--- config.mk ---
export PLATFORM = sky130hd
export DESIGN_NAME = mips_multicycle_control_flat
export DESIGN_NICKNAME = d
export VERILOG_FILES = /design/src/rtl/mips_ctrl_pkg.sv /design/src/rtl/mips_multicycle_control_if.sv /design/src/rtl/mips_multicycle_control.sv /design/src/flat_wrapper.sv
export SDC_FILE = /design/constraint.sdc
export NUM_CORES = 1
export LEC_CHECK = 0
export ABC_AREA = 1
export CORE_MARGIN = 2
export CORE_UTILIZATION = 49
export CTS_CLUSTER_SIZE = 10
export DETAILED_ROUTE_END_ITERATION = 8
export PLACE_DENSITY = 0.81
export SETUP_SLACK_MARGIN = 0.4
export SLEW_MARGIN = 30
export SYNTH_ARGS = -nofsm -noshare
export SYNTH_HDL_FRONTEND = slang
export SYNTH_SLANG_ARGS = --single-unit
--- constraint.sdc ---
create_clock -name clk -period 2.55 [get_ports clk]
set_input_delay 0.255 -clock clk [delete_from_list [all_inputs] [get_ports clk]]
set_output_delay 0.255 -clock clk [all_outputs]
set_load 0.1 [all_outputs]
--- src/rtl/mips_ctrl_pkg.sv ---
// Shared encodings for the multicycle MIPS main control FSM: state numbering,
// opcodes, ALUOp codes and datapath mux selects.
package mips_ctrl_pkg;

   typedef enum logic [3:0] {
      FETCH     = 4'd0,
      DECODE    = 4'd1,
      MEM_ADDR  = 4'd2,
      MEM_READ  = 4'd3,
      MEM_WB    = 4'd4,
      MEM_WRITE = 4'd5,
      EXECUTE   = 4'd6,
      R_WB      = 4'd7,
      BRANCH    = 4'd8,
      JUMP      = 4'd9,
      ADDI_EX   = 4'd10,
      ADDI_WB   = 4'd11
   } state_e;

   localparam logic [5:0] OP_RTYPE = 6'b000000;
   localparam logic [5:0] OP_LW    = 6'b100011;
   localparam logic [5:0] OP_SW    = 6'b101011;
   localparam logic [5:0] OP_BEQ   = 6'b000100;
   localparam logic [5:0] OP_J     = 6'b000010;
   localparam logic [5:0] OP_ADDI  = 6'b001000;

   localparam logic [1:0] ALUOP_ADD   = 2'b00;
   localparam logic [1:0] ALUOP_SUB   = 2'b01;
   localparam logic [1:0] ALUOP_FUNCT = 2'b10;

   localparam logic [1:0] ALUB_REG    = 2'b00;
   localparam logic [1:0] ALUB_FOUR   = 2'b01;
   localparam logic [1:0] ALUB_IMM    = 2'b10;
   localparam logic [1:0] ALUB_IMM_SH = 2'b11;

   localparam logic [1:0] PCSRC_ALU    = 2'b00;
   localparam logic [1:0] PCSRC_ALUOUT = 2'b01;
   localparam logic [1:0] PCSRC_JUMP   = 2'b10;

   typedef struct packed {
      logic       pc_write;
      logic       pc_write_cond;
      logic       i_or_d;
      logic       mem_read;
      logic       mem_write;
      logic       ir_write;
      logic       mem_to_reg;
      logic       reg_dst;
      logic       reg_write;
      logic       alu_src_a;
      logic [1:0] alu_src_b;
      logic [1:0] alu_op;
      logic [1:0] pc_source;
      logic       illegal_op;
      logic       mem_timeout;
   } ctrl_t;

   // States that talk to the single-port memory and may stall on mem_ready.
   function automatic logic is_mem_state(state_e s);
      return (s == FETCH) || (s == MEM_READ) || (s == MEM_WRITE);
   endfunction

endpackage

--- src/rtl/mips_multicycle_control_if.sv ---
// Control bundle between the main control FSM (ctrl) and the multicycle
// datapath (datapath). Levels, no handshake except mem_ready completing an access.
interface mips_multicycle_control_if;
   logic [5:0] opcode;
   logic       zero;
   logic       mem_ready;
   logic       pc_write;
   logic       pc_write_cond;
   logic       i_or_d;
   logic       mem_read;
   logic       mem_write;
   logic       ir_write;
   logic       mem_to_reg;
   logic       reg_dst;
   logic       reg_write;
   logic       alu_src_a;
   logic [1:0] alu_src_b;
   logic [1:0] alu_op;
   logic [1:0] pc_source;
   logic       illegal_op;
   logic       mem_timeout;

   modport ctrl (
      input  opcode, zero, mem_ready,
      output pc_write, pc_write_cond, i_or_d, mem_read, mem_write, ir_write,
             mem_to_reg, reg_dst, reg_write, alu_src_a, alu_src_b, alu_op,
             pc_source, illegal_op, mem_timeout
   );

   modport datapath (
      output opcode, zero, mem_ready,
      input  pc_write, pc_write_cond, i_or_d, mem_read, mem_write, ir_write,
             mem_to_reg, reg_dst, reg_write, alu_src_a, alu_src_b, alu_op,
             pc_source, illegal_op, mem_timeout
   );
endinterface

--- src/rtl/mips_multicycle_control.sv ---
// Main control FSM of the multicycle MIPS: sequences fetch/decode/execute/
// memory/writeback, stalls on mem_ready and aborts memory waits after MEM_WAIT_MAX.
module mips_multicycle_control
   import mips_ctrl_pkg::*;
#(
   parameter logic [7:0] MEM_WAIT_MAX = 8'd255
) (
   input  logic                          clk,
   input  logic                          rst_n,
   mips_multicycle_control_if.ctrl       bus,
   output logic [3:0]                    state_dbg
);

   state_e     state, state_next;
   logic [7:0] wait_cnt;
   logic       wait_expired;
   logic       timeout;
   logic       illegal;
   ctrl_t      ctl, ctl_out;
   logic       unused_zero;

   // The branch decision itself is made in the datapath from zero and pc_write_cond.
   assign unused_zero  = bus.zero;
   assign wait_expired = (wait_cnt == MEM_WAIT_MAX) && !bus.mem_ready;

   always_comb begin
      state_next = FETCH;
      timeout    = 1'b0;
      illegal    = 1'b0;
      case (state)
         FETCH: begin
            if (bus.mem_ready)     state_next = DECODE;
            else if (wait_expired) timeout    = 1'b1;
            else                   state_next = FETCH;
         end
         DECODE: begin
            case (bus.opcode)
               OP_LW, OP_SW: state_next = MEM_ADDR;
               OP_RTYPE:     state_next = EXECUTE;
               OP_BEQ:       state_next = BRANCH;
               OP_J:         state_next = JUMP;
               OP_ADDI:      state_next = ADDI_EX;
               default:      illegal    = 1'b1;
            endcase
         end
         MEM_ADDR: begin
            if (bus.opcode == OP_LW)      state_next = MEM_READ;
            else if (bus.opcode == OP_SW) state_next = MEM_WRITE;
         end
         MEM_READ: begin
            if (bus.mem_ready)     state_next = MEM_WB;
            else if (wait_expired) timeout    = 1'b1;
            else                   state_next = MEM_READ;
         end
         MEM_WRITE: begin
            if (!bus.mem_ready && wait_expired) timeout    = 1'b1;
            else if (!bus.mem_ready)            state_next = MEM_WRITE;
         end
         EXECUTE: state_next = R_WB;
         ADDI_EX: state_next = ADDI_WB;
         default: state_next = FETCH;
      endcase
   end

   always_comb begin
      ctl = '0;
      case (state)
         FETCH: begin
            ctl.mem_read  = 1'b1;
            ctl.alu_src_b = ALUB_FOUR;
            ctl.alu_op    = ALUOP_ADD;
            ctl.pc_source = PCSRC_ALU;
            ctl.ir_write  = bus.mem_ready;
            ctl.pc_write  = bus.mem_ready;
         end
         DECODE: begin
            ctl.alu_src_b = ALUB_IMM_SH;
            ctl.alu_op    = ALUOP_ADD;
         end
         MEM_ADDR, ADDI_EX: begin
            ctl.alu_src_a = 1'b1;
            ctl.alu_src_b = ALUB_IMM;
            ctl.alu_op    = ALUOP_ADD;
         end
         MEM_READ: begin
            ctl.mem_read = 1'b1;
            ctl.i_or_d   = 1'b1;
         end
         MEM_WB: begin
            ctl.reg_write  = 1'b1;
            ctl.mem_to_reg = 1'b1;
         end
         MEM_WRITE: begin
            ctl.mem_write = 1'b1;
            ctl.i_or_d    = 1'b1;
         end
         EXECUTE: begin
            ctl.alu_src_a = 1'b1;
            ctl.alu_src_b = ALUB_REG;
            ctl.alu_op    = ALUOP_FUNCT;
         end
         R_WB: begin
            ctl.reg_write = 1'b1;
            ctl.reg_dst   = 1'b1;
         end
         BRANCH: begin
            ctl.alu_src_a     = 1'b1;
            ctl.alu_src_b     = ALUB_REG;
            ctl.alu_op        = ALUOP_SUB;
            ctl.pc_write_cond = 1'b1;
            ctl.pc_source     = PCSRC_ALUOUT;
         end
         JUMP: begin
            ctl.pc_write  = 1'b1;
            ctl.pc_source = PCSRC_JUMP;
         end
         ADDI_WB: ctl.reg_write = 1'b1;
         default: ctl = '0;
      endcase
      ctl.illegal_op  = illegal;
      ctl.mem_timeout = timeout;
      // A timed-out fetch must not load IR or advance the PC.
      if (timeout) begin
         ctl.ir_write = 1'b0;
         ctl.pc_write = 1'b0;
      end
   end

   // Reset forces every output low without waiting for a clock edge.
   assign ctl_out = rst_n ? ctl : '0;

   assign bus.pc_write      = ctl_out.pc_write;
   assign bus.pc_write_cond = ctl_out.pc_write_cond;
   assign bus.i_or_d        = ctl_out.i_or_d;
   assign bus.mem_read      = ctl_out.mem_read;
   assign bus.mem_write     = ctl_out.mem_write;
   assign bus.ir_write      = ctl_out.ir_write;
   assign bus.mem_to_reg    = ctl_out.mem_to_reg;
   assign bus.reg_dst       = ctl_out.reg_dst;
   assign bus.reg_write     = ctl_out.reg_write;
   assign bus.alu_src_a     = ctl_out.alu_src_a;
   assign bus.alu_src_b     = ctl_out.alu_src_b;
   assign bus.alu_op        = ctl_out.alu_op;
   assign bus.pc_source     = ctl_out.pc_source;
   assign bus.illegal_op    = ctl_out.illegal_op;
   assign bus.mem_timeout   = ctl_out.mem_timeout;
   assign state_dbg         = state;

   // The wait counter restarts on every state change (and after an abort),
   // so it always measures the stall of the access currently in flight.
   always_ff @(posedge clk or negedge rst_n) begin
      if (!rst_n) begin
         state    <= FETCH;
         wait_cnt <= 8'd0;
      end else begin
         state <= state_next;
         if (timeout || (state_next != state))
            wait_cnt <= 8'd0;
         else if (is_mem_state(state) && !bus.mem_ready)
            wait_cnt <= wait_cnt + 8'd1;
      end
   end

endmodule

--- src/flat_wrapper.sv ---
// flat-port wrapper written by rule: the top's interface ports become plain ports
module mips_multicycle_control_flat import mips_ctrl_pkg::*;
#(
   parameter logic [7:0] MEM_WAIT_MAX = 8'd255
)
  (clk, rst_n, state_dbg, bus_opcode, bus_zero, bus_mem_ready, bus_pc_write, bus_pc_write_cond, bus_i_or_d, bus_mem_read, bus_mem_write, bus_ir_write, bus_mem_to_reg, bus_reg_dst, bus_reg_write, bus_alu_src_a, bus_alu_src_b, bus_alu_op, bus_pc_source, bus_illegal_op, bus_mem_timeout);
  mips_multicycle_control_if bus_i ();
  input  logic clk;
  input  logic rst_n;
  output logic [3:0] state_dbg;
  input wire logic [$bits(bus_i.opcode)-1:0] bus_opcode;
  input wire logic [$bits(bus_i.zero)-1:0] bus_zero;
  input wire logic [$bits(bus_i.mem_ready)-1:0] bus_mem_ready;
  output wire logic [$bits(bus_i.pc_write)-1:0] bus_pc_write;
  output wire logic [$bits(bus_i.pc_write_cond)-1:0] bus_pc_write_cond;
  output wire logic [$bits(bus_i.i_or_d)-1:0] bus_i_or_d;
  output wire logic [$bits(bus_i.mem_read)-1:0] bus_mem_read;
  output wire logic [$bits(bus_i.mem_write)-1:0] bus_mem_write;
  output wire logic [$bits(bus_i.ir_write)-1:0] bus_ir_write;
  output wire logic [$bits(bus_i.mem_to_reg)-1:0] bus_mem_to_reg;
  output wire logic [$bits(bus_i.reg_dst)-1:0] bus_reg_dst;
  output wire logic [$bits(bus_i.reg_write)-1:0] bus_reg_write;
  output wire logic [$bits(bus_i.alu_src_a)-1:0] bus_alu_src_a;
  output wire logic [$bits(bus_i.alu_src_b)-1:0] bus_alu_src_b;
  output wire logic [$bits(bus_i.alu_op)-1:0] bus_alu_op;
  output wire logic [$bits(bus_i.pc_source)-1:0] bus_pc_source;
  output wire logic [$bits(bus_i.illegal_op)-1:0] bus_illegal_op;
  output wire logic [$bits(bus_i.mem_timeout)-1:0] bus_mem_timeout;
  assign bus_i.opcode = bus_opcode;
  assign bus_i.zero = bus_zero;
  assign bus_i.mem_ready = bus_mem_ready;
  assign bus_pc_write = bus_i.pc_write;
  assign bus_pc_write_cond = bus_i.pc_write_cond;
  assign bus_i_or_d = bus_i.i_or_d;
  assign bus_mem_read = bus_i.mem_read;
  assign bus_mem_write = bus_i.mem_write;
  assign bus_ir_write = bus_i.ir_write;
  assign bus_mem_to_reg = bus_i.mem_to_reg;
  assign bus_reg_dst = bus_i.reg_dst;
  assign bus_reg_write = bus_i.reg_write;
  assign bus_alu_src_a = bus_i.alu_src_a;
  assign bus_alu_src_b = bus_i.alu_src_b;
  assign bus_alu_op = bus_i.alu_op;
  assign bus_pc_source = bus_i.pc_source;
  assign bus_illegal_op = bus_i.illegal_op;
  assign bus_mem_timeout = bus_i.mem_timeout;
  mips_multicycle_control #(.MEM_WAIT_MAX(MEM_WAIT_MAX)) u_core (.clk(clk), .rst_n(rst_n), .bus(bus_i), .state_dbg(state_dbg));
endmodule
After elaboration in Yosys (flattened, before gate mapping)
Index checks and enable logic that the tools add are counted.

Bits in registers: 12. Bits in latches: 0. Memory bits (writable): 0. ROM bits: 0. Bits of input ports: 10. Output and inout port bits: 22. Word-level logic and storage cells: 70. Memories kept: 0.

$add $sub $neg: 1. Multipliers: 0. Divide/modulo/power cells: 0. Order comparisons: 0. Equality and inequality tests: 18. Shifts and indexed selects: 0. Multiplexer cells: 32. Bitwise operators: 0. Reduce and logical (&&, ||, !) cells: 17.

Operator list (count): case mux 4 bit (5 select lines) (2); case mux 4 bit (7 select lines) (1); two-way mux 18 bit (1); two-way mux 1 bit (17); == test 4 x 3 -> 1 bit, second input constant (4); == test 4 bit, second input constant (4); two-way mux 8 bit (2); == test 6 bit, second input constant (2); two-way mux 4 bit (3); adder 8 x 1 -> 8 bit, second input constant (1); == test 4 x 2 -> 1 bit, second input constant (2); == test 8 bit, second input constant (1); OR reduction 2 bit (4); == test 6 x 2 -> 1 bit, second input constant (1); == test 6 x 3 -> 1 bit, second input constant (1); == test 6 x 4 -> 1 bit, second input constant (1); zero test 6 bit (1); two-way mux 3 bit (2); OR reduction 6 bit (1); == test 4 x 1 -> 1 bit, second input constant (1); zero test 4 bit (1); inequality test 4 bit (1); case mux 1 bit (2 select lines) (2); case mux 2 bit (2 select lines) (1); 7 further kinds (11).

Depth between registers and ports, before layout
Depth after elaboration: 8. Gate-level depth with buffers: 13. Mapped depth without buffers: 13.

Least setup slack after synthesis
No wires, ideal clock.

Path type: register to output. Start: register u_core.state[0] (netlist: u_core.state_dbg[0]). End: output port bus_illegal_op. Arrival: 6155 ps. Data required time: 2295 ps. Slack: -3860 ps. Stages on the path, launching flop included: 5. Buffers on the path: 0. Cell sequence: dfrtp_1 nand2_2 nor2_2 nand2_1 a2111oi_0.

Cells in the longest elaborated chain, start to end: 3.

Ends and longest elaborated chain: start: declaration (RTL line mips_multicycle_control.sv:14) `state_e state, state_next;`; start signal: assignment (RTL line mips_multicycle_control.sv:156) `state <= state_next;`; == test 4 x 1 -> 1 bit (RTL line mips_multicycle_control.sv:30) `case (state)`; two-way mux 1 bit (RTL line mips_multicycle_control.sv:30); two-way mux 18 bit (RTL line mips_multicycle_control.sv:130) `assign ctl_out = rst_n ? ctl : '0;`; end: declaration (RTL line flat_wrapper.sv:27) `output wire logic [$bits(bus_i.illegal_op)-1:0] bus_illegal_op;`.

No other way between the ends.

Worst setup path in the final report
Start: register u_core.state[2] (netlist: u_core.state_dbg[2]). End: output port bus_mem_timeout.

Cells in the longest elaborated chain, start to end: 4. Elaborated cells on any way between the ends: 6. Classes of those cells: eq/ne (2); mux (2); reduce/logical (2).

Ends and longest elaborated chain: == test 4 x 2 -> 1 bit / zero test 4 bit (equally long branches) (RTL line mips_multicycle_control.sv:30); OR reduction 2 bit (no source line); case mux 1 bit (2 select lines) * (RTL line mips_multicycle_control.sv:30); two-way mux 18 bit * (RTL line mips_multicycle_control.sv:130); end: declaration (RTL line flat_wrapper.sv:28) `output wire logic [$bits(bus_i.mem_timeout)-1:0] bus_mem_timeout;`.

Mark *: on every way between the ends. The rest lies on a longest branch, timed or not.

==> impl_metrics.env <==
export IMPL_cts_buffer_depth=2
export IMPL_p_total_uw=707
export IMPL_drtAntennaViolNets=0
export IMPL_hold_end="u_core.wait_cnt[0]"
export IMPL_path_clk_slew_ns=0.11
export IMPL_nets=231
export IMPL_rows=16
export IMPL_dr_pass1_iters=7
export IMPL_top_level_ports=32
export IMPL_mostFrequentLayoutCell="nand2_1"
export IMPL_period_share=0.898
export IMPL_cellPowerDensity_nw_per_um2=374
export IMPL_cts_root_buf="clkbuf_4"
export IMPL_required_ns=2.30
export IMPL_slowest_delay_ns=0.52
export IMPL_r2r_start="u_core.state_dbg[2]"
export IMPL_fmax_ghz=0.437
export IMPL_cp_start_kind="flip-flop"
export IMPL_antenna_found_initial=0
export IMPL_synthTopCellsByArea="dfrtp_1 29%, nor2_1 15%, nand2_1 14%"
export IMPL_crit_slowest_cell="dfrtp_4"
export IMPL_fp_dieH_um=49.8
export IMPL_synth_avg_cell_area_um2=6.09
export IMPL_grt_usage=0.288
export IMPL_hp_start="u_core.wait_cnt[0]"
export IMPL_worst_path_most_repeated_cell="buf_12"
export IMPL_p_leak_uw=0.000888
export IMPL_die_x_um=49.8
export IMPL_synth_top_area_frac=0.292
export IMPL_fill_cells=53
export IMPL_start_util=0.520
export IMPL_crit_chain="buf_12 -> nor2_4 -> o21ai_4 -> a21oi_2 -> inv_2 -> nor4_4 -> buf_12"
export IMPL_netlist_cell_type_count=24
export IMPL_slew_headroom=0.735
export IMPL_status="completed"
export IMPL_grt_max_degree=13
export IMPL_wl_um=5230
export IMPL_cts_tree="built"
export IMPL_setup_viol=0
export IMPL_tightest_slew_ns=0.396
export IMPL_numCtsBuffers=3
export IMPL_dp_hpwl_um=2600
export IMPL_area_growth_pct=83.4
export IMPL_yosysTopAreaCell="dfrtp_1"
export IMPL_dpl_cell_count=226
export IMPL_postSynthCellCount=169
export IMPL_synth_seq_cells=12
export IMPL_vias=1556
export IMPL_drive_gt1_frac=0.434
export IMPL_antenna_cells=0
export IMPL_rsz0062_at_grt="true"
export IMPL_ctsHoldBuffers=0
export IMPL_r2r_slack_ns=0.49
export IMPL_ys_seq_area_frac=0.292
export IMPL_layout_common_cells="34 x nand2_1, 27 x nor2_1, 22 x inv_1"
export IMPL_preCtsSetupSlack_ns=0.324
export IMPL_grt_pass1_wl_um=5530
export IMPL_yosysWarningCount=0
export IMPL_finalNonFillerCells=246
export IMPL_wire_per_inst_um=21.3
export IMPL_cp_arrival_ns=2.03
export IMPL_crit_path_end_kind="output pin"
export IMPL_cap_violations=0
export IMPL_maxSlewViolCount=0
export IMPL_finalHoldViolCount=0
export IMPL_crit_fanout=5
export IMPL_crit_type="reg -> out"
export IMPL_min_delay_path_class="reg -> reg"
export IMPL_gr_total_overflow=0
export IMPL_fin_ws_ns=0.260
export IMPL_finalClockSkew_ns=0.0276
export IMPL_r2r_end="u_core.wait_cnt[7]"
export IMPL_drc=0
export IMPL_dieArea_um2=2480
export IMPL_syn_num_nets=180
export IMPL_vdd_drop_max_uv=524
export IMPL_cp_startpoint="u_core.state_dbg[2]"
export IMPL_worstRegToRegCells=11
export IMPL_clk_latency_ns=0.30
export IMPL_whs_path_depth=1
export IMPL_vias_per_cell=6.33
export IMPL_final_util=0.953
export IMPL_drt_iter0_drc=158
export IMPL_synthesis_area_um2=1030
export IMPL_grt_pass1_vias=1238
export IMPL_core_um2=1980
export IMPL_period_needed_ns=2.29
export IMPL_numPortBuffers=30
export IMPL_gp_congestion=0.880
export IMPL_clock_sinks=12
export IMPL_cts_htree_levels=1
report_power, final:
part | leakage, µW | internal (µW) | switching (µW) | total (µW)
Sequential | 0.000157 | 207 | 17.9 | 225
Combinational | 0.000710 | 109 | 206 | 314
Clock | 0.0000210 | 87.0 | 80.2 | 167
worst max path at each step:
stage / slack, ns / endpoint
3_3_place_gp: 0.42 / bus_mem_timeout
3_5_place_dp: 0.32 / bus_mem_timeout
6_report: 0.26 / bus_mem_timeout
2_1_floorplan: -0.05 / bus_alu_src_b[1]
4_1_cts: 0.33 / bus_mem_timeout
5_1_grt: 0.24 / bus_mem_timeout
per-layer routing:
metal	routed length, µm	vias up	track usage
met1	1790	698	0.338
met5	0	-	0
met4	498	0	0.0787
met3	657	61	0.0667
li1	-	623	-
met2	2290	174	0.518
state kept, by name, summed over array words and instances, names as in the netlist:
| register | cells |
|---|---|
| u_core.state_dbg | 4 |
| u_core.wait_cnt | 8 |
per-stage QoR:
step                      setup TNS [ns]  hold slack [ns]  cell area, µm²
final                                  0            0.508            1890
after global routing                   0            0.528            1890
after CTS                              0            0.465            1710
after detailed placement               0            0.456            1670
after global placement                 0            0.444            1670
after floorplan                   -0.135          -0.0406            1170
kinds of logic (layout without fill, tap and decap cells):
logic type	after synthesis	after routing	share of synthesized area
buf+inv	29	79	0.109
xor+xnor	6	6	0.0510
compound gates	12	12	0.0680
fa+ha+maj	1	1	0.0121
flops	12	12	0.292
simple gates	109	109	0.468
final cells by class:
type | instances | area (µm²) | area share
clock buffers | 4 | 36.3 | 0.0192
repair buffers | 47 | 614 | 0.325
multi-input cells | 128 | 779 | 0.413
well taps | 27 | 33.8 | 0.0179
inverters | 28 | 109 | 0.0577
flip-flops and latches | 12 | 315 | 0.167
Yosys cell counts:
cell and count:
inv_2 1, dfrtp_1 12, nand2_1 39, nor4_1 1
buf_4 1, xor2_1 3, nand2_2 6, and2_4 1
ha_1 1, o21ai_0 3, a2111oi_0 1, nor3_1 1
nand3_2 3, a31oi_1 1, o22ai_1 1, o221ai_1 1
nor2_1 40, clkinv_1 1, xnor2_1 3, nand3_1 12
nand4_1 1, a21oi_1 5, nor2_2 5, inv_1 26
critical path: cells and delay by family, from the launching register on:
| kind | cells | cell delay (ns) |
|---|---|---|
| buffers and inverters | 3 | 0.45 |
| flip-flops | 1 | 0.52 |
| AO/OA/AOI/OAI | 2 | 0.33 |
| AND/OR/NAND/NOR | 2 | 0.43 |
timing repair:
action,4_1_cts,5_1_grt
pin swaps,2,8
buffers inserted,0,16
resized for setup,4,12
endpoints found under the setup margin,2,5
(Power assumes the default switching activity.)
